`config.mk`:
```
export PLATFORM = sky130hd
export DESIGN_NAME = keypad_hex_entry
export DESIGN_NICKNAME = d
export VERILOG_FILES = /design/src/rtl/keypad_pkg.sv /design/src/rtl/sync_2ff.sv /design/src/rtl/keypad_hex_entry.sv
export SDC_FILE = /design/constraint.sdc
export NUM_CORES = 1
export LEC_CHECK = 0
export BUFFER_PORTS_ARGS = -buffer_cell sky130_fd_sc_hd__clkbuf_2
export CAP_MARGIN = 10
export CORE_ASPECT_RATIO = 1.75
export CORE_UTILIZATION = 60
export DETAILED_ROUTE_END_ITERATION = 12
export PLACE_DENSITY_LB_ADDON = 0.08
export SYNTH_ARGS = -nofsm -noshare
export SYNTH_HDL_FRONTEND = slang
export SYNTH_SLANG_ARGS = --single-unit
```
`constraint.sdc`:
```
create_clock -name clock -period 5.7 [get_ports clock]
set_clock_uncertainty 0.2 [all_clocks]
set_input_delay 1.14 -clock clock [delete_from_list [all_inputs] [get_ports clock]]
set_output_delay 1.14 -clock clock [all_outputs]
set_load 0.005 [all_outputs]
```
`src/rtl/keypad_pkg.sv`:
```
`default_nettype none
// ============================================================================
//  Module  : keypad_pkg
//  Purpose : Shared types and helpers for the 4x4 keypad hex entry block.
//            Contents:
//              state_t        - scan/debounce/accept/hold states
//              KEYMAP         - hex code of each key, indexed [row][col]
//              next_col()     - column rotation 0->1->2->3->0
//              one_low()      - true when exactly one row line is pulled low
//              low_index()    - index of the single low row line
//  Rev     : 1.0  initial release
// ============================================================================
package keypad_pkg;

  typedef enum logic [1:0] {
    SCAN     = 2'd0,
    DEBOUNCE = 2'd1,
    ACCEPT   = 2'd2,
    HOLD     = 2'd3
  } state_t;

  // Packed as {row3,row2,row1,row0}; each row is {col3,col2,col1,col0}.
  //   r0: 1 2 3 A   r1: 4 5 6 B   r2: 7 8 9 C   r3: 0 F E D
  localparam logic [3:0][3:0][3:0] KEYMAP = 64'hDEF0_C987_B654_A321;

  function automatic logic [1:0] next_col(input logic [1:0] c);
    return c + 2'd1;
  endfunction

  function automatic logic one_low(input logic [3:0] r);
    return (r == 4'b1110) || (r == 4'b1101) || (r == 4'b1011) || (r == 4'b0111);
  endfunction

  function automatic logic [1:0] low_index(input logic [3:0] r);
    logic [1:0] idx;
    idx = 2'd0;
    case (r)
      4'b1101: idx = 2'd1;
      4'b1011: idx = 2'd2;
      4'b0111: idx = 2'd3;
      default: idx = 2'd0;
    endcase
    return idx;
  endfunction

endpackage : keypad_pkg
`default_nettype wire

```
`src/rtl/sync_2ff.sv`:
```
`default_nettype none
// ============================================================================
//  Module  : sync_2ff
//  Purpose : Two-flop synchronizer for a bus of independent asynchronous bits.
//  Ports   : clock      in   system clock
//            reset      in   synchronous, active-high
//            d          in   WIDTH  asynchronous input
//            q          out  WIDTH  synchronized output (2-cycle latency)
//  Rev     : 1.0  initial release
// ============================================================================
module sync_2ff #(
  parameter int              WIDTH     = 4,
  parameter logic [WIDTH-1:0] RESET_VAL = '1
) (
  input  logic             clock,
  input  logic             reset,
  input  logic [WIDTH-1:0] d,
  output logic [WIDTH-1:0] q
);

  logic [WIDTH-1:0] meta;

  always_ff @(posedge clock) begin
    if (reset) begin
      meta <= RESET_VAL;
      q    <= RESET_VAL;
    end else begin
      meta <= d;
      q    <= meta;
    end
  end

endmodule : sync_2ff
`default_nettype wire

```
`src/rtl/keypad_hex_entry.sv`:
```
`default_nettype none
// ============================================================================
//  Module  : keypad_hex_entry
//  Purpose : Scans a 4x4 active-low matrix keypad, debounces presses and
//            releases, and shifts each accepted key's hex code into a 32-bit
//            entry register (newest digit in [3:0]).
//  Ports   : clock      in   1   system clock
//            reset      in   1   synchronous, active-high
//            rows       in   4   keypad rows, active-low, asynchronous
//            cols       out  4   keypad columns, active-low, one-hot-low
//            HEX_out    out  32  entry register
//            key_code   out  4   code of the last accepted key
//            key_valid  out  1   one-cycle pulse coincident with the update
//  Config  : KEYPAD_REPEAT_EN - when defined, a held key re-enters its code
//            every REPEAT_CNT cycles; otherwise one press gives one digit.
//  Rev     : 1.0  initial release
// ============================================================================
module keypad_hex_entry
  import keypad_pkg::*;
#(
  parameter int SCAN_DIV     = 1000,
  parameter int DEBOUNCE_CNT = 500000,
  parameter int REPEAT_CNT   = 25000000
) (
  input  logic        clock,
  input  logic        reset,
  input  logic [3:0]  rows,
  output logic [3:0]  cols,
  output logic [31:0] HEX_out,
  output logic [3:0]  key_code,
  output logic        key_valid
);

  if (SCAN_DIV < 4 || DEBOUNCE_CNT < 2 || REPEAT_CNT < 1) begin : g_bad_params
    $error("keypad_hex_entry: parameter out of range");
  end

  // One timer serves the column dwell, press debounce and release debounce.
  localparam int TMAX = (SCAN_DIV > DEBOUNCE_CNT) ? SCAN_DIV : DEBOUNCE_CNT;
  localparam int TW   = $clog2(TMAX);
  localparam logic [TW-1:0] SCAN_LAST = TW'(SCAN_DIV - 1);
  localparam logic [TW-1:0] DEB_LAST  = TW'(DEBOUNCE_CNT - 1);

  logic [3:0]    rs;
  state_t        state, state_nxt;
  logic [TW-1:0] timer, timer_nxt;
  logic [1:0]    col, col_nxt;
  logic [1:0]    row, row_nxt;
  logic [3:0]    pat, pat_nxt;

`ifdef KEYPAD_REPEAT_EN
  localparam int RW = $clog2(REPEAT_CNT + 1);
  localparam logic [RW-1:0] REP_LAST = RW'(REPEAT_CNT - 1);
  logic [RW-1:0] rep, rep_nxt;
`endif

  sync_2ff #(.WIDTH(4), .RESET_VAL(4'hF)) u_rows_sync (
    .clock (clock),
    .reset (reset),
    .d     (rows),
    .q     (rs)
  );

  assign cols = ~(4'b0001 << col);

  always_ff @(posedge clock) begin
    if (reset) begin
      state <= SCAN;
      timer <= '0;
      col   <= 2'd0;
      row   <= 2'd0;
      pat   <= 4'hF;
`ifdef KEYPAD_REPEAT_EN
      rep   <= '0;
`endif
    end else begin
      state <= state_nxt;
      timer <= timer_nxt;
      col   <= col_nxt;
      row   <= row_nxt;
      pat   <= pat_nxt;
`ifdef KEYPAD_REPEAT_EN
      rep   <= rep_nxt;
`endif
    end
  end

  always_comb begin
    state_nxt = state;
    timer_nxt = timer;
    col_nxt   = col;
    row_nxt   = row;
    pat_nxt   = pat;
`ifdef KEYPAD_REPEAT_EN
    rep_nxt   = rep;
`endif
    case (state)
      SCAN: begin
        if (timer == SCAN_LAST) begin
          timer_nxt = '0;
          if (one_low(rs)) begin
            // Column stays put so the debounce watches the same key.
            pat_nxt   = rs;
            row_nxt   = low_index(rs);
            state_nxt = DEBOUNCE;
          end else begin
            col_nxt = next_col(col);
          end
        end else begin
          timer_nxt = timer + TW'(1);
        end
      end
      DEBOUNCE: begin
        if (rs == pat) begin
          if (timer == DEB_LAST) begin
            timer_nxt = '0;
            state_nxt = ACCEPT;
          end else begin
            timer_nxt = timer + TW'(1);
          end
        end else begin
          timer_nxt = '0;
          col_nxt   = next_col(col);
          state_nxt = SCAN;
        end
      end
      ACCEPT: begin
        timer_nxt = '0;
        state_nxt = HOLD;
`ifdef KEYPAD_REPEAT_EN
        rep_nxt   = '0;
`endif
      end
      HOLD: begin
        // Release must be a full all-high run; any low bit restarts it.
        if (rs == 4'hF) begin
          if (timer == DEB_LAST) begin
            timer_nxt = '0;
            col_nxt   = 2'd0;
            state_nxt = SCAN;
          end else begin
            timer_nxt = timer + TW'(1);
          end
        end else begin
          timer_nxt = '0;
        end
`ifdef KEYPAD_REPEAT_EN
        if (rs == pat) begin
          if (rep == REP_LAST) begin
            rep_nxt   = '0;
            state_nxt = ACCEPT;
          end else begin
            rep_nxt = rep + RW'(1);
          end
        end else begin
          rep_nxt = '0;
        end
`endif
      end
      default: begin
        timer_nxt = '0;
        state_nxt = SCAN;
      end
    endcase
  end

  // Registered so key_valid lands in the same cycle as the visible update.
  always_ff @(posedge clock) begin
    if (reset) begin
      HEX_out   <= '0;
      key_code  <= '0;
      key_valid <= 1'b0;
    end else if (state == ACCEPT) begin
      HEX_out   <= {HEX_out[27:0], KEYMAP[row][col]};
      key_code  <= KEYMAP[row][col];
      key_valid <= 1'b1;
    end else begin
      key_valid <= 1'b0;
    end
  end

endmodule : keypad_hex_entry
`default_nettype wire
```
==> results.tsv, run 1 <==
stage	metric	value	unit
placement	HPWL Detailed	3.80	mm
finish	fin nets	383	
sta	fin crit period	2.79	ns
floorplan	DIE AREA	0.00542	sq mm
clocking	CTS sink count	70	
route	DR DRC count	0	
floorplan	site row count	34	
logic_synthesis	synth unique cells	43	
critical_path	crit path kind	flop to output port	
critical_path	Critical Path Fanout Max	10	
critical_path	Worst Setup End Kind	output port	
route	Detailed Route WL	5.44	mm
outcome	outcome	finished clean	
clocking	postcts setup bufs	0	
worst_hold_path	Worst Hold Path Cells	1	
global_routing	initial antenna violation count	0	
route	vias per cell	5.49	
placement	gpl congestion	0.726	
sta	Slew HR	0.325	
worst_hold_path	Worst Hold Class	flop to flop	
logic_synthesis	Synth top area share	0.456	
logic_synthesis	Mean Syn Cell Area	9.36	sq um
power_and_ir_drop	Peak VDD IR	331	uV
floorplan	Initial Util	0.622	
route	DR iter-0 viols	74	
global_routing	Tot GR Track Use	0.220	
floorplan	die extent in y	96.6	microns
logic_synthesis	asr flop ratio synth	0	
floorplan	die span in x	56.1	microns
finish	synth-to-layout area growth	13.2	%
finish	antenna cell count	0	
route	Routed WL per cell	12.9	microns
logic_synthesis	flops & latches, synth	70	
logic_synthesis	Synth Net Count	347	
sta	Final Slew Violations	0	
clocking	Longest Clk Path Bufs	2	
power_and_ir_drop	pwr dens	286	mW/mm^2
route	DRT antenna net count	0	
critical_path	Worst R2R Path Depth	6	
global_routing	Overflow after GRT	0	
logic_synthesis	Mapped Cells	328	
flow_run	Max Cap Viol	0	
clocking	Clock Tree Root	clkbuf_8	
critical_path	Worst EP required	4.36	ns
critical_path	critical path data arrival time	1.45	ns
finish	Design Area, Final	0.00348	sq mm
finish	share of layout cells above drive strength 1	0.206	
power_and_ir_drop	LEAKAGE	0.00134	uW
critical_path	crit path launch type	flop	
logic_synthesis	ranking of synthesized cells by area	dfxtp_1 46%, mux2i_1 9.5%, nor2_1 7.3%, ha_1 5.3%, xor2_1 4.6%	
global_routing	pin count of the biggest net entering global routing	56	
logic_synthesis	most frequent cell after synthesis	dfxtp_1	
placement	IO buf count	46	
logic_synthesis	post-synthesis cell type with the largest combined area	dfxtp_1	
logic_synthesis	cell area after synthesis	0.00307	sq mm
clocking	CTS buffer count	9	
clocking	hold bufs inserted after CTS	0	
clocking	Clock Pin Slew Worst Setup and Hold Paths	0.07	ns
logic_synthesis	post-synthesis sequential area ratio	0.456	
sta	# setup viols final	0	
global_routing	global-route wire length before repair	9.40	mm
clocking	worst skew pair latency	0.35	ns
logic_synthesis	Syn. warnings	0	
sta	RSZ-0062 raised after global routing	no	
clocking	Post-CTS Resized	0	
logic_synthesis	synth cell count leaders	70 x dfxtp_1, 60 x nor2_1, 29 x mux2i_1	
logic_synthesis	EDFF count, synth	0	
clocking	CTS tree	built	
logic_synthesis	ys flop type	dfxtp_1	
sta	Worst Tran Pin Value	1.01	ns
placement	Placed Instance Area	0.00325	sq mm
floorplan	I/O pin cnt	47	
clocking	H-tree levels	3	
sta	TNS Setup	0	ns
sta	WHS	0.209	ns
route	Pre-antenna DRT Iters	4	
route	vias	2323	
sta	Final Hold Vio Count	0	
floorplan	Core Region	0.00493	sq mm
sta	crit share post-route	0.489	
sta	Fmax	359	MHz
finish	# fillers	415	
global_routing	vias in the first global route	2164	
cells in the final DEF, fill, tap and decap left out, types with 2 or more instances in the layout:
cell        synthesis  routed
nand2_1             7       7
or3_1               3       3
o31ai_1             2       2
nand4_1             3       3
xnor2_1             8       8
a211oi_1            2       2
nor3_1              7       7
clkinvlp_4          0       2
mux2i_1            29      29
xor2_1             16      16
inv_1              16      16
or4_1               2       2
dfxtp_1            70      70
nor2b_1             5       5
ha_1               13      12
clkbuf_2            0      46
bufinv_16           0       2
a211o_1             5       5
nor2_1             60      60
clkbuf_8            0       9
or2_2               9       9
nand3_1            16      16
nand2b_1            2       2
nor4_1              2       2
and3_1              4       4
o21ai_0             3       3
a21oi_1             8       8
flip-flops by register name, indices dropped and copies added (netlist names), named ones only:
| signal | count |
|---|---|
| HEX_out | 32 |
| timer | 19 |
| pat | 4 |
| u_rows_sync.meta | 4 |
| u_rows_sync.q | 4 |
| col | 2 |
| row | 2 |
| key_valid | 1 |
| state | 1 |
cell families (layout without fill, tap and decap cells):
group	count (synthesis)	in the layout	synth area share
buffers and inverters	37	78	0.0575
adder cells (fa/ha/maj)	13	13	0.0530
XOR/XNOR	24	24	0.0685
AO/OA/AOI/OAI	27	27	0.0603
flip-flops	70	70	0.456
multiplexers	31	31	0.106
AND/OR/NAND/NOR	126	126	0.199
metrics by stage:
step,worst slack (ns),utilization,total power [uW],std cells
floorplan,3.27,-,563,328
global placement,2.82,0.659,571,407
detailed placement,2.79,0.659,573,407
CTS,2.91,0.704,1010,423
global route,2.76,0.704,1040,423
finish,2.91,0.704,995,423
critical path, cell delays in order (launching register included):
cell and delay [ns]:
dfxtp_1 0.53, inv_1 0.17, ha_1 0.23, inv_1 0.06
clkbuf_2 0.12
routing by layer:
metal,vias up,global-route usage,wire [microns]
met2,46,0.386,2920
met4,0,0.137,150
met3,12,0.0481,177
li1,1174,-,-
met5,-,0,0
met1,1091,0.232,2200
final cells by class:
cell class,count,area [sq um],share of cell area
clock buffer,9,124,0.0356
clock inverter,7,97.6,0.0281
inverter,16,60.1,0.0173
multi-input combinational,221,1500,0.430
sequential,70,1400,0.403
tap,54,67.6,0.0194
timing repair buffer,46,230,0.0662
final timing paths:
check / startpoint / slack, ns / end
worst min register to register: u_rows_sync.meta[0] / 0.21 / u_rows_sync.q[0]
worst min-delay path: u_rows_sync.meta[0] / 0.21 / u_rows_sync.q[0]
worst max-delay path: col[0] / 2.91 / cols[0]
worst max register to register: timer[11] / 2.96 / timer[7]
where the power goes:
part | internal (uW) | switching [uW] | leakage, uW
registers | 497 | 9.97 | 0.000566
clock network | 247 | 186 | 0.000106
logic | 22.9 | 31.7 | 0.000669
total | 767 | 228 | 0.00134
Note: power is estimated with default switching activity, not from simulation.
==> run 2: changes to the inputs <==
Settings changed: CORE_UTILIZATION 60 to 51.
Clock period 5.7 ns to 2.48 ns, I/O delays scaled along.
==> run 2 against run 1 <==
Net effect:
- the flow now finishes with violations (DRC)
- largest power group unchanged
- critical path depth is 3 higher
- hold slack lost 0.082 ns
- final cell count up 9.2%
- sequential share of layout area is 2.6 points lower
- sequential power rose by 130%
- combinational power increased to 3.2 times the previous value
- die area rose by 17%
- sequential cell count did not move
- clock-buffer cell count did not move
- non-clock buffer count up 15
- power up 140%
==> results.tsv, run 2 (synthesis results as in run 1) <==
stage	metric	value	unit	change
finish	antenna cell count	0		unchanged
critical_path	crit path kind	flop to flop		
worst_hold_path	Worst Hold Class	input pin to flop		
clocking	CTS buffer count	9		unchanged
finish	most frequent cells in the layout	70 x dfxtp_1, 60 x nor2_1, 46 x clkbuf_2, 29 x mux2i_1		
sta	RSZ-0062 raised after global routing	no		
route	Routed WL per cell	12.7	microns	-1.0%
power_and_ir_drop	Peak VDD IR	449	uV	+36%
route	vias per cell	5.06		-7.9%
route	Pre-antenna DRT Iters	8		+4
clocking	Longest Clk Path Bufs	2		unchanged
sta	Final Slew Violations	0		unchanged
critical_path	Worst Setup End Kind	flop		
sta	crit share post-route	0.961		
clocking	Clock Pin Slew Worst Setup and Hold Paths	0.08	ns	about the same
clocking	Clock Tree Root	clkbuf_8		
clocking	CTS sink count	70		unchanged
floorplan	die extent in y	105	microns	+8.3%
clocking	hold bufs inserted after CTS	0		unchanged
sta	Fmax	420	MHz	
clocking	Post-CTS Resized	0		unchanged
global_routing	initial antenna violation count	0		unchanged
critical_path	critical path data arrival time	2.43	ns	+0.98 ns
global_routing	Overflow after GRT	0		unchanged
floorplan	DIE AREA	0.00635	sq mm	+17%
floorplan	Core Region	0.00583	sq mm	+18%
finish	share of layout cells above drive strength 1	0.255		+0.0492
finish	FF/Latch Area	0.00140	sq mm	unchanged
finish	# fillers	536		+29%
critical_path	crit path launch type	flop		
finish	synth-to-layout area growth	21.0	%	
global_routing	pin count of the biggest net entering global routing	26		-54%
critical_path	cell chain of the critical path	or4_4 -> or4_4 -> or3_4 -> nand2_1 -> a21o_4 -> clkbuf_16 -> nor2_1		
sta	Slew HR	0.642		+0.316
critical_path	Critical Path Fanout Max	9		-1
global_routing	vias in the first global route	2144		-0.92%
sta	Final Hold Vio Count	0		unchanged
clocking	H-tree levels	3		unchanged
placement	gpl congestion	0.768		+5.8%
critical_path	slowest cell delay on critical path	0.52	ns	about the same
power_and_ir_drop	LEAKAGE	0.00144	uW	+7.7%
route	DR DRC count	2		+2
clocking	worst skew pair latency	0.35	ns	about the same
finish	Design Area, Final	0.00372	sq mm	+6.9%
placement	IO buf count	46		unchanged
critical_path	Worst EP required	2.53	ns	-1.83 ns
power_and_ir_drop	pwr dens	630	mW/mm^2	+120%
sta	# setup viols final	0		unchanged
route	Detailed Route WL	5.89	mm	+8.1%
global_routing	Tot GR Track Use	0.198		-0.0226
route	DR iter-0 viols	115		+55%
sta	TNS Setup	0	ns	unchanged
outcome	failing checks	DRC		
floorplan	die span in x	60.7	microns	+8.2%
flow_run	Max Cap Viol	0		unchanged
placement	Placed Instance Area	0.00341	sq mm	+4.7%
finish	most common cell after layout, fill and taps aside	dfxtp_1		
finish	fin nets	398		+3.9%
finish	area of the multi-input gates	0.00153	sq mm	+2.3%
floorplan	Initial Util	0.526		-0.0958
floorplan	site row count	37		+8.8%
outcome	outcome	finished, violations left		
route	DRT antenna net count	0		unchanged
floorplan	I/O pin cnt	47		unchanged
finish	most flop-heavy register	HEX_out		
global_routing	global-route wire length before repair	9.06	mm	-3.6%
placement	HPWL Detailed	4.13	mm	+8.5%
clocking	CTS tree	built		
finish	max reg flops	32		unchanged
critical_path	most used cell, CP	or4_4		
finish	biggest regs	HEX_out: 32 flops, timer: 19 flops		
route	vias	2336		+0.56%
sta	fin crit period	2.38	ns	
clocking	postcts setup bufs	0		unchanged
critical_path	CP max-delay cell	or4_4		
sta	Worst Tran Pin Value	0.533	ns	-0.479 ns
[run 2: cell types whose count changed in the layout (fill, tap and decap cells not counted), moves of 2 or more]
cell / change
buf_4: +10
buf_12: +2
clkbuf_16: +2
or4_1: -2
or4_4: +2
[run 2: worst max-delay path: cells and delay by family (launching register included)]
family / cells / cell delay [ns]
flip-flops: 1 / 0.32
AND/OR/NAND/NOR: 5 / 1.43
buffers and inverters: 1 / 0.16
AO/OA/AOI/OAI: 1 / 0.16
[run 2: worst paths after layout]
| kind | startpoint | end | slack (ns) | cells past startpoint |
|---|---|---|---|---|
| min reg2reg | u_rows_sync.meta[3] | u_rows_sync.q[3] | 0.21 | 1 |
| max reg2reg | timer[10] | timer[7] | 0.1 | 7 |
| max | timer[10] | timer[7] | 0.1 | 7 |
| min | rows[1] | u_rows_sync.meta[1] | 0.13 | 2 |
[run 2: area by class of cell]
cell class,count,area share
sequential,70,0.377
tap,78,0.0263
clock inverter,7,0.0263
inverter,16,0.0162
clock buffer,9,0.0333
multi-input combinational,221,0.411
timing repair buffer,61,0.109
[run 2: metrics by stage]
| stage | util | setup slack [ns] | hold slack [ns] | power, uW | std cells |
|---|---|---|---|---|---|
| global placement | 0.584 | 0.0660 | 0.192 | 1330 | 444 |
| detailed placement | 0.584 | 0.0310 | 0.193 | 1340 | 444 |
| global route | 0.637 | 0.0217 | 0.117 | 2440 | 462 |
| finish | 0.637 | 0.0974 | 0.127 | 2340 | 462 |
| CTS | 0.622 | 0.0188 | 0.106 | 2350 | 460 |
| floorplan | - | 0.0543 | 0.189 | 1290 | 328 |
[run 2: layer usage]
metal,up-vias,track usage,part of all wire
met3,11,0.0408,0.026
met1,1086,0.185,0.39
li1,1199,-,-
met2,40,0.345,0.55
met5,-,0,0
met4,0,0.157,0.028
[run 2: report_power, final]
group | leakage, uW | internal [uW] | switching [uW]
clock network | 0.000106 | 568 | 437
registers | 0.000566 | 1140 | 19.9
logic | 0.000772 | 86.0 | 87.3
total | 0.00144 | 1800 | 544
